[config.mk]
export PLATFORM = sky130hd
export DESIGN_NAME = rl_ram_1rw_ctrl
export DESIGN_NICKNAME = d
export VERILOG_FILES = /design/src/rtl/rl_ram_1rw_ctrl.sv
export SDC_FILE = /design/constraint.sdc
export NUM_CORES = 1
export LEC_CHECK = 0
export ABC_CLOCK_PERIOD_IN_PS = 2200
export CELL_PAD_IN_SITES_DETAIL_PLACEMENT = 0
export CELL_PAD_IN_SITES_GLOBAL_PLACEMENT = 1
export CORE_MARGIN = 2
export CORE_UTILIZATION = 29
export CTS_BUF_LIST = sky130_fd_sc_hd__clkbuf_16
export CTS_CLUSTER_DIAMETER = 80
export DETAILED_ROUTE_END_ITERATION = 8
export GPL_TIMING_DRIVEN = 0
export PLACE_DENSITY_LB_ADDON = 0.3
export SYNTH_ARGS = -nofsm -noshare
export SYNTH_HDL_FRONTEND = slang
export SYNTH_SLANG_ARGS = --single-unit
[constraint.sdc]
create_clock -name clk -period 2.2 [get_ports clk]
set_input_delay 0.66 -clock clk [delete_from_list [all_inputs] [get_ports clk]]
set_output_delay 0.66 -clock clk [all_outputs]
set_load 0.005 [all_outputs]
[src/rtl/rl_ram_1rw_ctrl.sv]
// rl_ram_1rw_ctrl: round-robin write/read arbiter for a 1RW RAM with a
// 3-entry read response FIFO and valid/ready backpressure.
module rl_ram_1rw_ctrl #(
    parameter int ABITS = 10,
    parameter int DBITS = 32,
    localparam int BBITS = (DBITS + 7) / 8
) (
    input  logic             rstn,
    input  logic             clk,
    input  logic             wr_valid,
    output logic             wr_ready,
    input  logic [ABITS-1:0] wr_addr,
    input  logic [BBITS-1:0] wr_be,
    input  logic [DBITS-1:0] wr_data,
    input  logic             rd_valid,
    output logic             rd_ready,
    input  logic [ABITS-1:0] rd_addr,
    output logic             rsp_valid,
    input  logic             rsp_ready,
    output logic [DBITS-1:0] rsp_data,
    output logic [ABITS-1:0] ram_addr,
    output logic             ram_we,
    output logic [BBITS-1:0] ram_be,
    output logic [DBITS-1:0] ram_din,
    input  logic [DBITS-1:0] ram_dout
);

    logic [1:0]       cnt_q, cnt_d, head_q, head_d, tail_q, tail_d;
    logic             infl_q, infl_d, pri_q, pri_d;
    logic [DBITS-1:0] buf_q [3];
    logic [DBITS-1:0] buf_d [3];
    logic             rd_elig, gnt_w, gnt_r, push, pop;

    // pri_q: 0 = write wins contention, 1 = read wins
    always_comb begin
        rd_elig = rd_valid && (({1'b0, cnt_q} + {2'b0, infl_q}) < 3'd3);
        gnt_w   = rstn && wr_valid && (!rd_elig || !pri_q);
        gnt_r   = rstn && rd_elig && (!wr_valid || pri_q);
        pri_d   = (wr_valid && rd_elig) ? gnt_w : pri_q;
        infl_d  = gnt_r;
        push    = infl_q;
        pop     = rsp_valid && rsp_ready;
        cnt_d   = cnt_q + {1'b0, push} - {1'b0, pop};
        head_d  = pop ? ((head_q == 2'd2) ? 2'd0 : head_q + 2'd1) : head_q;
        tail_d  = push ? ((tail_q == 2'd2) ? 2'd0 : tail_q + 2'd1) : tail_q;
        buf_d   = buf_q;
        if (push)
            buf_d[tail_q] = ram_dout;
    end

    assign wr_ready  = gnt_w;
    assign rd_ready  = gnt_r;
    assign rsp_valid = cnt_q != 2'd0;
    assign rsp_data  = buf_q[head_q];
    assign ram_we    = gnt_w;
    assign ram_addr  = gnt_w ? wr_addr : rd_addr;
    assign ram_be    = gnt_w ? wr_be : '0;
    assign ram_din   = gnt_w ? wr_data : '0;

    always_ff @(posedge clk or negedge rstn) begin
        if (!rstn) begin
            cnt_q  <= '0;
            head_q <= '0;
            tail_q <= '0;
            infl_q <= 1'b0;
            pri_q  <= 1'b0;
            buf_q  <= '{default: '0};
        end else begin
            cnt_q  <= cnt_d;
            head_q <= head_d;
            tail_q <= tail_d;
            infl_q <= infl_d;
            pri_q  <= pri_d;
            buf_q  <= buf_d;
        end
    end

    assert property (@(posedge clk) disable iff (!rstn) !(push && cnt_q == 2'd3));

endmodule

==> flow_summary_export.csv <==
group,metric,value,unit
logic_synthesis,synth.largest_area_cell,"dfrtp_1",
floorplanning,fp-row-count,48,
clock_tree,numCtsBuffers,9,
drt,vias_per_cell,4.62,
setup_path,crit_fanout,4,
timing,rsz0062_at_grt,"yes",
outcome,status,"complete, but fails checks",
clock_tree,worstSkewPairLatency,0.35,ns
logic_synthesis,synth-edff-count,0,
logic_synthesis,ys_ff_latch,104,
placement,dp_slack,-1.49,ns
cells_and_area,syn2layout_area_growth,64.8,%
grt,grtUsageTotal,0.160,
logic_synthesis,synth_area,5090,um2
setup_path,path_common_cell,"buf_6",
cells_and_area,n_fill_cell,1554,
setup_path,slowest_delay,0.50,ns
placement,placed_cells,800,
logic_synthesis,synth_common_cells,"dfrtp_1, mux2_2, and2_1, nand2_1, mux2i_1",
cells_and_area,regArea,2610,um2
pwr,p_clk_frac,0.158,
drt,detail-route-antenna-nets,0,
timing,finalHoldViolCount,0,
logic_synthesis,synth.yosys.seq_area_share,0.511,
clock_tree,htreeDepth,3,
logic_synthesis,synth.distinct_cells,27,
clock_tree,numClockSinks,104,
cells_and_area,multi_input_area,2740,um2
setup_path,critPathBufInv,4,
logic_synthesis,syn-num-nets,497,
pwr,p_comb_frac,0.492,
setup_path,path_depth,6,
pwr,power.switching,3330,uW
logic_synthesis,syn_avg_cell_area,12.7,um2
logic_synthesis,yosys_warnings,0,
drt,finalWirelength,14.8,mm
grt,grt_pass1_vias,4269,
setup_path,cp-end-kind,"primary output",
drt,wire_per_inst,17.3,um
run,drv_cap,0,
floorplanning,initial_core_util,0.295,
setup_path,crit_family,"buffers and inverters",
outcome,violations,"setup timing",
setup_path,cp.arrival,2.20,ns
timing,slew_viol_final,0,
logic_synthesis,synth_cells,400,
grt,antenna_found_initial,0,
placement,gp_congestion,0.702,
setup_path,path_cells,"clkdlybuf4s50_1 -> a41oi_4 -> clkbuf_8 -> buf_6 -> mux2_4 -> buf_6",
clock_tree,cts_root_buf,"clkbuf_16",
floorplanning,ioPinCount,175,
timing,fin_skew,0.00954,ns
drt,drt-pass1-iter-count,4,
clock_tree,clk_pin_slew,0.07,ns
logic_synthesis,yosysTopAreaCellShare,0.511,
pwr,leakage,0.00390,uW
clock_tree,ctsHoldBuffers,0,
timing,timing.final.ws_setup,-0.660,ns
timing,period_share,1.30,
drt,drc,0,
setup_path,r2r_cells,8,
cells_and_area,antenna_cells,0,
grt,grt_start_max_net_pins,49,
timing,setup_viol,79,
grt,grt_first_pass_wirelength,22.5,mm
logic_synthesis,synth.area.top_cells,"dfrtp_1, mux2_2, mux2_4",
pwr,powerDensity,1200,nW/um2
pwr,seqPwrFrac,0.351,
logic_synthesis,ys_async_sr_fraction,1.00,
timing,period_needed,2.86,ns
placement,dp.final_hpwl,9.83,mm
floorplanning,die-area,18600,um2
timing,max-slew-margin-rel,0.656,
setup_path,critical_path_class,"input port to primary output",
cells_and_area,drive_above_1_share,0.583,
timing,worst_pin_slew,0.513,ns
drt,via_count,3950,
logic_synthesis,synth_most_common_cell,"dfrtp_1",
setup_path,crit_path_start_kind,"input port",
grt,grt.overflow.total,0,
setup_path,required,1.54,ns
placement,io_buffers,174,
pwr,ir_worst_vdd,0.000586,V
pwr,netSwitchingFraction,0.332,
clock_tree,cts_tree,"built",
setup_path,crit_path_top_delay_cell,"clkdlybuf4s50_1",
cells_and_area,final_nets,723,
drt,drtIter0Drc,96,
cells_and_area,stdcell_count,855,
floorplanning,coreArea,17200,um2
clock_tree,cts_buffer_depth,2,
floorplanning,die_h,137,um
pwr,p_int,6720,uW
logic_synthesis,ys.flop_type,"dfrtp_1",
min_path,min_path_type,"input port to async pin",
floorplanning,chipWidth,137,um
timing,maxClockFrequency,350,MHz
==> cell type report <==
class                      count  share of cell area
clock buffer                   9              0.0268
multi-input combinational    262               0.327
tap                          225              0.0335
sequential                   104               0.310
timing repair buffer         219               0.261
clock inverter                 6             0.00715
inverter                       7             0.00313
buffer                        23              0.0312
==> worst paths after layout <==
| kind | start | to | slack (ns) |
|---|---|---|---|
| hold / removal | rstn | buf_q[69]$_DFFE_PN0P_ | 0.16 |
| max in group asynchronous | rstn | head_q[0]$_DFFE_PN0P_ | 1.44 |
| hold reg to reg | buf_q[74]$_DFFE_PN0P_ | buf_q[74]$_DFFE_PN0P_ | 0.50 |
| min in group clk | buf_q[74]$_DFFE_PN0P_ | buf_q[74]$_DFFE_PN0P_ | 0.50 |
| setup reg to reg | cnt_q[0]$_DFF_PN0_ | cnt_q[1]$_DFF_PN0_ | 0.27 |
| setup / recovery | rd_valid | ram_addr[6] | -0.66 |
==> state kept, by name, indices dropped and copies added, names as in the netlist <==
signal  count
buf_q      96
pri_q       1
infl_q      1
tail_q      2
head_q      2
cnt_q       2
==> power by group through the flow <==
stage,Clock (uW),Combinational (uW),Sequential [uW]
6_report,1580,4940,3520
5_1_grt,1710,5340,3640
4_1_cts,1630,4650,3420
3_5_place_dp,0,4210,3430
3_3_place_gp,0,4130,3370
2_1_floorplan,0,2380,3280
==> cell families after synthesis <==
logic type / Yosys count / share of synthesized area
mux: 139 / 0.322
buf+inv: 34 / 0.0332
flops: 104 / 0.511
simple gates: 77 / 0.0779
compound gates: 40 / 0.0430
xor+xnor: 2 / 0.00344
fa+ha+maj: 4 / 0.00983
==> cell usage in the layout (no fill, tap or decap), types with 2 or more instances in the layout <==
master           instances
and2_1                   3
ha_4                     2
buf_4                   18
bufbuf_16                2
and2_4                  33
ha_1                     2
clkdlybuf4s50_1         90
dfrtp_1                102
a21o_1                   2
buf_12                   2
nand2_4                 18
dfrtp_2                  2
o21ai_1                 12
nand2_2                 15
clkbuf_8                 2
o21ai_2                 20
mux2_2                  67
mux2i_1                 32
buf_2                   43
clkbuf_16               14
o21ai_0                  2
xnor2_1                  2
inv_1                    6
dlygate4sd2_1            2
buf_6                   69
clkinv_2                 2
buf_16                   2
mux2_4                  40
buf_8                    6
==> per-stage QoR <==
| step | cell area (um2) | setup TNS [ns] | utilization | power (uW) | hold WS, ns |
|---|---|---|---|---|---|
| floorplan | 5210 | -1.53 | - | 5660 | 0.364 |
| global placement | 7240 | -614.90 | 0.420 | 7500 | 0.487 |
| detailed placement | 7260 | -88.00 | 0.421 | 7640 | 0.493 |
| CTS | 8050 | -36.41 | 0.467 | 9700 | 0.154 |
| global route | 8390 | -35.24 | 0.487 | 10700 | 0.164 |
| finish | 8390 | -29.75 | 0.487 | 10000 | 0.160 |
==> routing by layer <==
| metal | up-vias | share of wire | track usage |
|---|---|---|---|
| li1 | 1840 | - | - |
| met3 | 12 | 0.046 | 0.0437 |
| met1 | 2001 | 0.41 | 0.188 |
| met5 | - | 0 | 0 |
| met2 | 97 | 0.54 | 0.287 |
| met4 | 0 | 0.012 | 0.0440 |
==> timing repair <==
| item | 4_1_cts | 5_1_grt |
|---|---|---|
| endpoints found under the hold margin | 0 | 0 |
| buffers inserted | 31 | 8 |
| endpoints found under the setup margin | 82 | 81 |
| gates cloned | 9 | 0 |
| pin swaps | 26 | 39 |
| resized for setup | 474 | 95 |
(Power assumes the default switching activity.)
